### config.mk
export PLATFORM = sky130hd
export DESIGN_NAME = div_rate_monitor
export DESIGN_NICKNAME = d
export VERILOG_FILES = /design/src/rtl/div_rate_monitor.sv
export SDC_FILE = /design/constraint.sdc
export NUM_CORES = 1
export LEC_CHECK = 0
export CAP_MARGIN = 15
export CORE_AREA = 2 2 74 111
export DETAILED_ROUTE_END_ITERATION = 12
export DIE_AREA = 0 0 76 113
export SLEW_MARGIN = 20
export SYNTH_ARGS = -nofsm -noshare
export SYNTH_HDL_FRONTEND = slang
export SYNTH_SLANG_ARGS = --single-unit
### constraint.sdc
create_clock -name i_clk -period 1.75 [get_ports i_clk]
set_input_delay 0.35 -clock i_clk [delete_from_list [all_inputs] [get_ports i_clk]]
set_output_delay 0.35 -clock i_clk [all_outputs]
set_load 0.02 [all_outputs]
### src/rtl/div_rate_monitor.sv
// -----------------------------------------------------------------------------
// div_rate_monitor
//
// Downstream checker for the programmable clock divider. Measures the period of
// the divided clock in i_clk cycles, compares it with the period implied by the
// shared rate select (4 << x), and reports lock, last period, rising-edge count
// and a sticky rate error.
//
// Optional feature: define RATE_ERR_CLR_EN to add the i_err_clr port, which
// clears the sticky rate error (a new error in the same cycle takes priority).
// Without the macro, o_rate_err clears only on i_rst.
//
// Ports
//   i_clk          system clock, same clock that drives the divider
//   i_rst          synchronous, active-high reset
//   i_x            rate select shared with the divider
//   i_clk_div      divider output, synchronous to i_clk
//   i_err_clr      clear sticky rate error (RATE_ERR_CLR_EN only)
//   o_period       last measured period in i_clk cycles
//   o_period_vld   one-cycle pulse when o_period updates
//   o_locked       LOCK_EDGES consecutive periods have matched
//   o_rate_err     sticky: period mismatch or timeout seen
//   o_edge_count   count of i_clk_div rising edges, wraps
// -----------------------------------------------------------------------------
module div_rate_monitor #(
   parameter int CNT_W      = 8,
   parameter int EDGE_CNT_W = 16,
   parameter int LOCK_EDGES = 2
) (
   input  logic                  i_clk,
   input  logic                  i_rst,
   input  logic [1:0]            i_x,
   input  logic                  i_clk_div,
`ifdef RATE_ERR_CLR_EN
   input  logic                  i_err_clr,
`endif
   output logic [CNT_W-1:0]      o_period,
   output logic                  o_period_vld,
   output logic                  o_locked,
   output logic                  o_rate_err,
   output logic [EDGE_CNT_W-1:0] o_edge_count
);

   localparam int STREAK_W = $clog2(LOCK_EDGES + 1);
   localparam logic [STREAK_W-1:0] STREAK_MAX = STREAK_W'(LOCK_EDGES);

   typedef enum logic [1:0] {ST_IDLE, ST_SYNC, ST_MEAS} state_t;

   state_t                r_state;
   state_t                w_state_nxt;

   logic                  r_s1;
   logic                  r_s2;
   logic [1:0]            r_x_q;
   logic [CNT_W-1:0]      r_cnt;
   logic [STREAK_W-1:0]   r_streak;
   logic [CNT_W-1:0]      r_period;
   logic                  r_period_vld;
   logic                  r_locked;
   logic                  r_rate_err;
   logic [EDGE_CNT_W-1:0] r_edge_count;

   logic                  w_rise;
   logic                  w_rate_chg;
   logic                  w_cnt_max;
   logic [CNT_W-1:0]      w_exp;
   logic [STREAK_W-1:0]   w_streak_inc;

   logic [CNT_W-1:0]      w_cnt_nxt;
   logic [STREAK_W-1:0]   w_streak_nxt;
   logic [CNT_W-1:0]      w_period_nxt;
   logic                  w_period_vld_nxt;
   logic                  w_locked_nxt;
   logic                  w_err_set;
   logic                  w_rate_err_nxt;
   logic [EDGE_CNT_W-1:0] w_edge_count_nxt;

   assign w_rise       = r_s1 & ~r_s2;
   assign w_rate_chg   = (i_x != r_x_q);
   assign w_cnt_max    = (r_cnt == {CNT_W{1'b1}});
   // x_q equals x whenever a period is actually judged (a change forces SYNC)
   assign w_exp        = CNT_W'(4) << r_x_q;
   assign w_streak_inc = (r_streak == STREAK_MAX) ? r_streak : r_streak + 1'b1;

   // State register
   always_ff @(posedge i_clk) begin
      if (i_rst) r_state <= ST_IDLE;
      else       r_state <= w_state_nxt;
   end

   // Next-state logic
   always_comb begin
      w_state_nxt = r_state;
      case (r_state)
         ST_IDLE: w_state_nxt = ST_SYNC;
         ST_SYNC: begin
            if (!w_rate_chg && w_rise) w_state_nxt = ST_MEAS;
         end
         ST_MEAS: begin
            if (w_rate_chg)                w_state_nxt = ST_SYNC;
            else if (!w_rise && w_cnt_max) w_state_nxt = ST_SYNC;
         end
         default: w_state_nxt = ST_IDLE;
      endcase
   end

   // Output / datapath next values
   always_comb begin
      w_cnt_nxt        = r_cnt;
      w_streak_nxt     = r_streak;
      w_period_nxt     = r_period;
      w_period_vld_nxt = 1'b0;
      w_locked_nxt     = r_locked;
      w_err_set        = 1'b0;
      w_edge_count_nxt = r_edge_count;

      // Edges are counted even when a rate change blanks the measurement
      if ((r_state == ST_SYNC || r_state == ST_MEAS) && w_rise)
         w_edge_count_nxt = r_edge_count + 1'b1;

      case (r_state)
         ST_SYNC: begin
            if (w_rate_chg) begin
               w_cnt_nxt    = '0;
               w_streak_nxt = '0;
               w_locked_nxt = 1'b0;
            end else if (w_rise) begin
               w_cnt_nxt = CNT_W'(1);
            end
         end
         ST_MEAS: begin
            if (w_rate_chg) begin
               w_cnt_nxt    = '0;
               w_streak_nxt = '0;
               w_locked_nxt = 1'b0;
            end else if (w_rise) begin
               w_period_nxt     = r_cnt;
               w_period_vld_nxt = 1'b1;
               w_cnt_nxt        = CNT_W'(1);
               if (r_cnt == w_exp) begin
                  w_streak_nxt = w_streak_inc;
                  w_locked_nxt = r_locked | (w_streak_inc == STREAK_MAX);
               end else begin
                  w_streak_nxt = '0;
                  w_locked_nxt = 1'b0;
                  w_err_set    = 1'b1;
               end
            end else if (w_cnt_max) begin
               // Divided clock stalled: give up and resynchronise
               w_cnt_nxt    = '0;
               w_streak_nxt = '0;
               w_locked_nxt = 1'b0;
               w_err_set    = 1'b1;
            end else begin
               w_cnt_nxt = r_cnt + 1'b1;
            end
         end
         default: ;
      endcase

`ifdef RATE_ERR_CLR_EN
      w_rate_err_nxt = w_err_set | (r_rate_err & ~i_err_clr);
`else
      w_rate_err_nxt = w_err_set | r_rate_err;
`endif
   end

   // Datapath and output registers
   always_ff @(posedge i_clk) begin
      if (i_rst) begin
         r_s1         <= 1'b0;
         r_s2         <= 1'b0;
         r_x_q        <= 2'b00;
         r_cnt        <= '0;
         r_streak     <= '0;
         r_period     <= '0;
         r_period_vld <= 1'b0;
         r_locked     <= 1'b0;
         r_rate_err   <= 1'b0;
         r_edge_count <= '0;
      end else begin
         r_s1         <= i_clk_div;
         r_s2         <= r_s1;
         r_x_q        <= i_x;
         r_cnt        <= w_cnt_nxt;
         r_streak     <= w_streak_nxt;
         r_period     <= w_period_nxt;
         r_period_vld <= w_period_vld_nxt;
         r_locked     <= w_locked_nxt;
         r_rate_err   <= w_rate_err_nxt;
         r_edge_count <= w_edge_count_nxt;
      end
   end

   assign o_period     = r_period;
   assign o_period_vld = r_period_vld;
   assign o_locked     = r_locked;
   assign o_rate_err   = r_rate_err;
   assign o_edge_count = r_edge_count;

endmodule

==> qor.csv <==
metric,value,unit
Synth Net Count,269,
Int Power,2060,uW
DIE AREA,8590,sq um
initial antenna violation count,0,
H-tree lvl count,2,
residual DRC count,0,
number of fill cells,769,
Worst Path Required,1980,ps
global-route wire length before repair,9.49,mm
HP Class,flip-flop to flip-flop,
vias in the first global route,2073,
Die Wd,76,um
Tcrit/Tclk final,98.5,%
synthesized flop and latch total,43,
Worst slew margin,75.8,%
1st-iter DRT viols,53,
GRT overflow,0,
most frequent cells in the layout,"dfxtp_1 (40), buf_4 (39), clkdlybuf4s50_1 (29), nor2_1 (21), nand2_1 (18)",
WL per Instance,13.1,um
max-slew violations,0,
synth unique cells,46,
final worst clock skew,5.64,ps
peak supply drop,0.408,mV
Ant. Diodes,0,
area of the core,7560,sq um
final wirelength,5.52,mm
most frequent standard cell in the layout excluding fill and tap cells,dfxtp_1,
synthesized instance count,256,
Critical Path AT,1950,ps
post-route minimum period,1720,ps
Net Switching,764,uW
Max Cap Viol,0,
# rows,39,
number of I/O pins,32,
Area Growth Syn to Fin,41.3,%
Final setup viols,0,
Fin. Hold Viols,0,
post-synthesis sequential area ratio,38.8,%
Lkg Pwr,0.00126,uW
RSZ-0062 raised after global routing,yes,
clock sinks,43,
final hold slack,489,ps
chip height,113,um
Worst-path clk slew,60,ps
Final Wtd Congestion,0.795,
Sw Share,27.1,%
Worst setup SP type,flip-flop,
CTS max path bufs,2,
outcome,finished clean,
Mapped Area,2220,sq um
Synth Warn #,0,
input/output buffers,31,
total number of vias,2095,
sequential share of power,37.4,%
root buffer cell,clkbuf_16,
Clock Power Share,38.8,%
Final nets,332,
"Primary FF master, synth",dfxtp_1,
Initial Utilization,29.3,%
Fmax,580,MHz
CTS tree,done,
Setup CP Type,flip-flop to flip-flop,
Worst Max-Slew Pin Slew,353,ps
Syn Area/Cell,8.66,sq um
Overall Global Routing Usage,13.5,%
worst-path maximum fanout,5,
Power Dens Cells,901,nW/um^2
Logic pwr share,23.9,%
clk_lat worst skew,290,ps
largest net degree at the start of global routing,21,
cts bufs inserted,5,
ys async rst share,0,%
"EDFF count, synth",0,
vias per cell,4.96,
HPWL Detailed,4.01,mm
cts hold-fix bufs,0,
placed insts,409,
antenna-violating nets left,0,
post-layout util,41.4,%
share of layout cells above drive strength 1,22.5,%
drt pass-1 iters,4,
sum of negative setup slack,0,ps
Final Non-Filler Cells,422,
endpoint class of the critical path,flip-flop,
## critical path, stage by stage (launching register included)
cell and delay [ps]:
dfxtp_2 340, inv_2 60, ha_4 280, nand4b_4 90, or3_4 370, or4_1 400, a21oi_1 120
## metrics by stage
| step | area, sq um | setup slack, ps | total power, uW |
|---|---|---|---|
| 2_1_floorplan | 2240 | -32.0 | 1480 |
| 3_3_place_gp | 2870 | -165 | 1720 |
| 3_5_place_dp | 2870 | -191 | 1730 |
| 4_1_cts | 3080 | -7.79 | 2840 |
| 5_1_grt | 3130 | -86.0 | 2980 |
| 6_report | 3130 | 25.4 | 2820 |
## power groups by stage
stage	clock [uW]	combinational [uW]	sequential (uW)
after global routing	1160	754	1060
after global placement	0	645	1070
after detailed placement	0	655	1070
after floorplan	0	394	1090
after CTS	1130	661	1050
final	1090	673	1050
## sequential cells by signal, indices dropped and copies added, names as in the netlist
name	count
o_edge_count	16
o_rate_err	1
o_period_vld	1
r_s1	1
r_cnt	8
r_streak	2
r_state	2
o_locked	1
o_period	8
r_s2	1
r_x_q	2
## area by class of cell
class / count / area [sq um] / share of cell area (%)
sequential: 43 / 865 / 27.6
tap: 102 / 128 / 4.07
clock inverter: 2 / 35.0 / 1.12
multi-input combinational: 187 / 1310 / 41.9
timing repair buffer: 70 / 608 / 19.4
inverter: 12 / 45.0 / 1.44
clock buffer: 6 / 139 / 4.43
## what timing repair did
| action | 4_1_cts | 5_1_grt |
|---|---|---|
| pin swaps | 2 | 0 |
| gates resized for setup | 1 | 13 |
| cloned | 1 | 0 |
| buffers inserted | 2 | 2 |
| setup endpoints to repair | 4 | 17 |
## logic make-up after synthesis
| kind of cell | synth area share (%) |
|---|---|
| AO/OA/AOI/OAI | 14.2 |
| adder cells (fa/ha/maj) | 4.51 |
| buffers and inverters | 5.14 |
| flip-flops | 38.8 |
| multiplexers | 5.98 |
| AND/OR/NAND/NOR | 26.6 |
| XOR/XNOR | 4.74 |
## metal layers
| layer | track usage (%) | part of all wire, % |
|---|---|---|
| met1 | 15.0 | 42 |
| met2 | 24.2 | 51 |
| met3 | 3.19 | 3.6 |
| met4 | 6.79 | 2.8 |
| met5 | 0 | 0 |
## path summary, 6_finish.rpt
kind / from / endpoint / slack, ps / depth (start not counted)
setup reg to reg: r_state[1] / o_edge_count[14] / 30 / 6
hold reg to reg: o_rate_err / o_rate_err / 490 / 1
hold / removal: o_rate_err / o_rate_err / 490 / 1
setup / recovery: r_state[1] / o_edge_count[14] / 30 / 6
## Yosys cell counts, types with 3 or more instances
master     number  area [sq um]
or3_1           6          37.5
nor4_1          4          25.0
and4_1          3          26.3
nor2b_1         7          43.8
a21oi_1        14          70.1
inv_1          12          45.0
o21ai_0        11          55.1
xor2_1          7          61.3
o31ai_1         3          22.5
ha_1            8           100
nand3_1        17          85.1
nor2_1         22          82.6
o211ai_1        3          22.5
nor3_1          5          25.0
clkbuf_1        7          26.3
mux2i_1        11           110
dfxtp_1        43           861
nand4_1         8          50.1
xnor2_1         5          43.8
or4_1           3          22.5
buf_2           7          35.0
o2111ai_1       3          26.3
nand2_1        18          67.6
(Power assumes the default switching activity.)
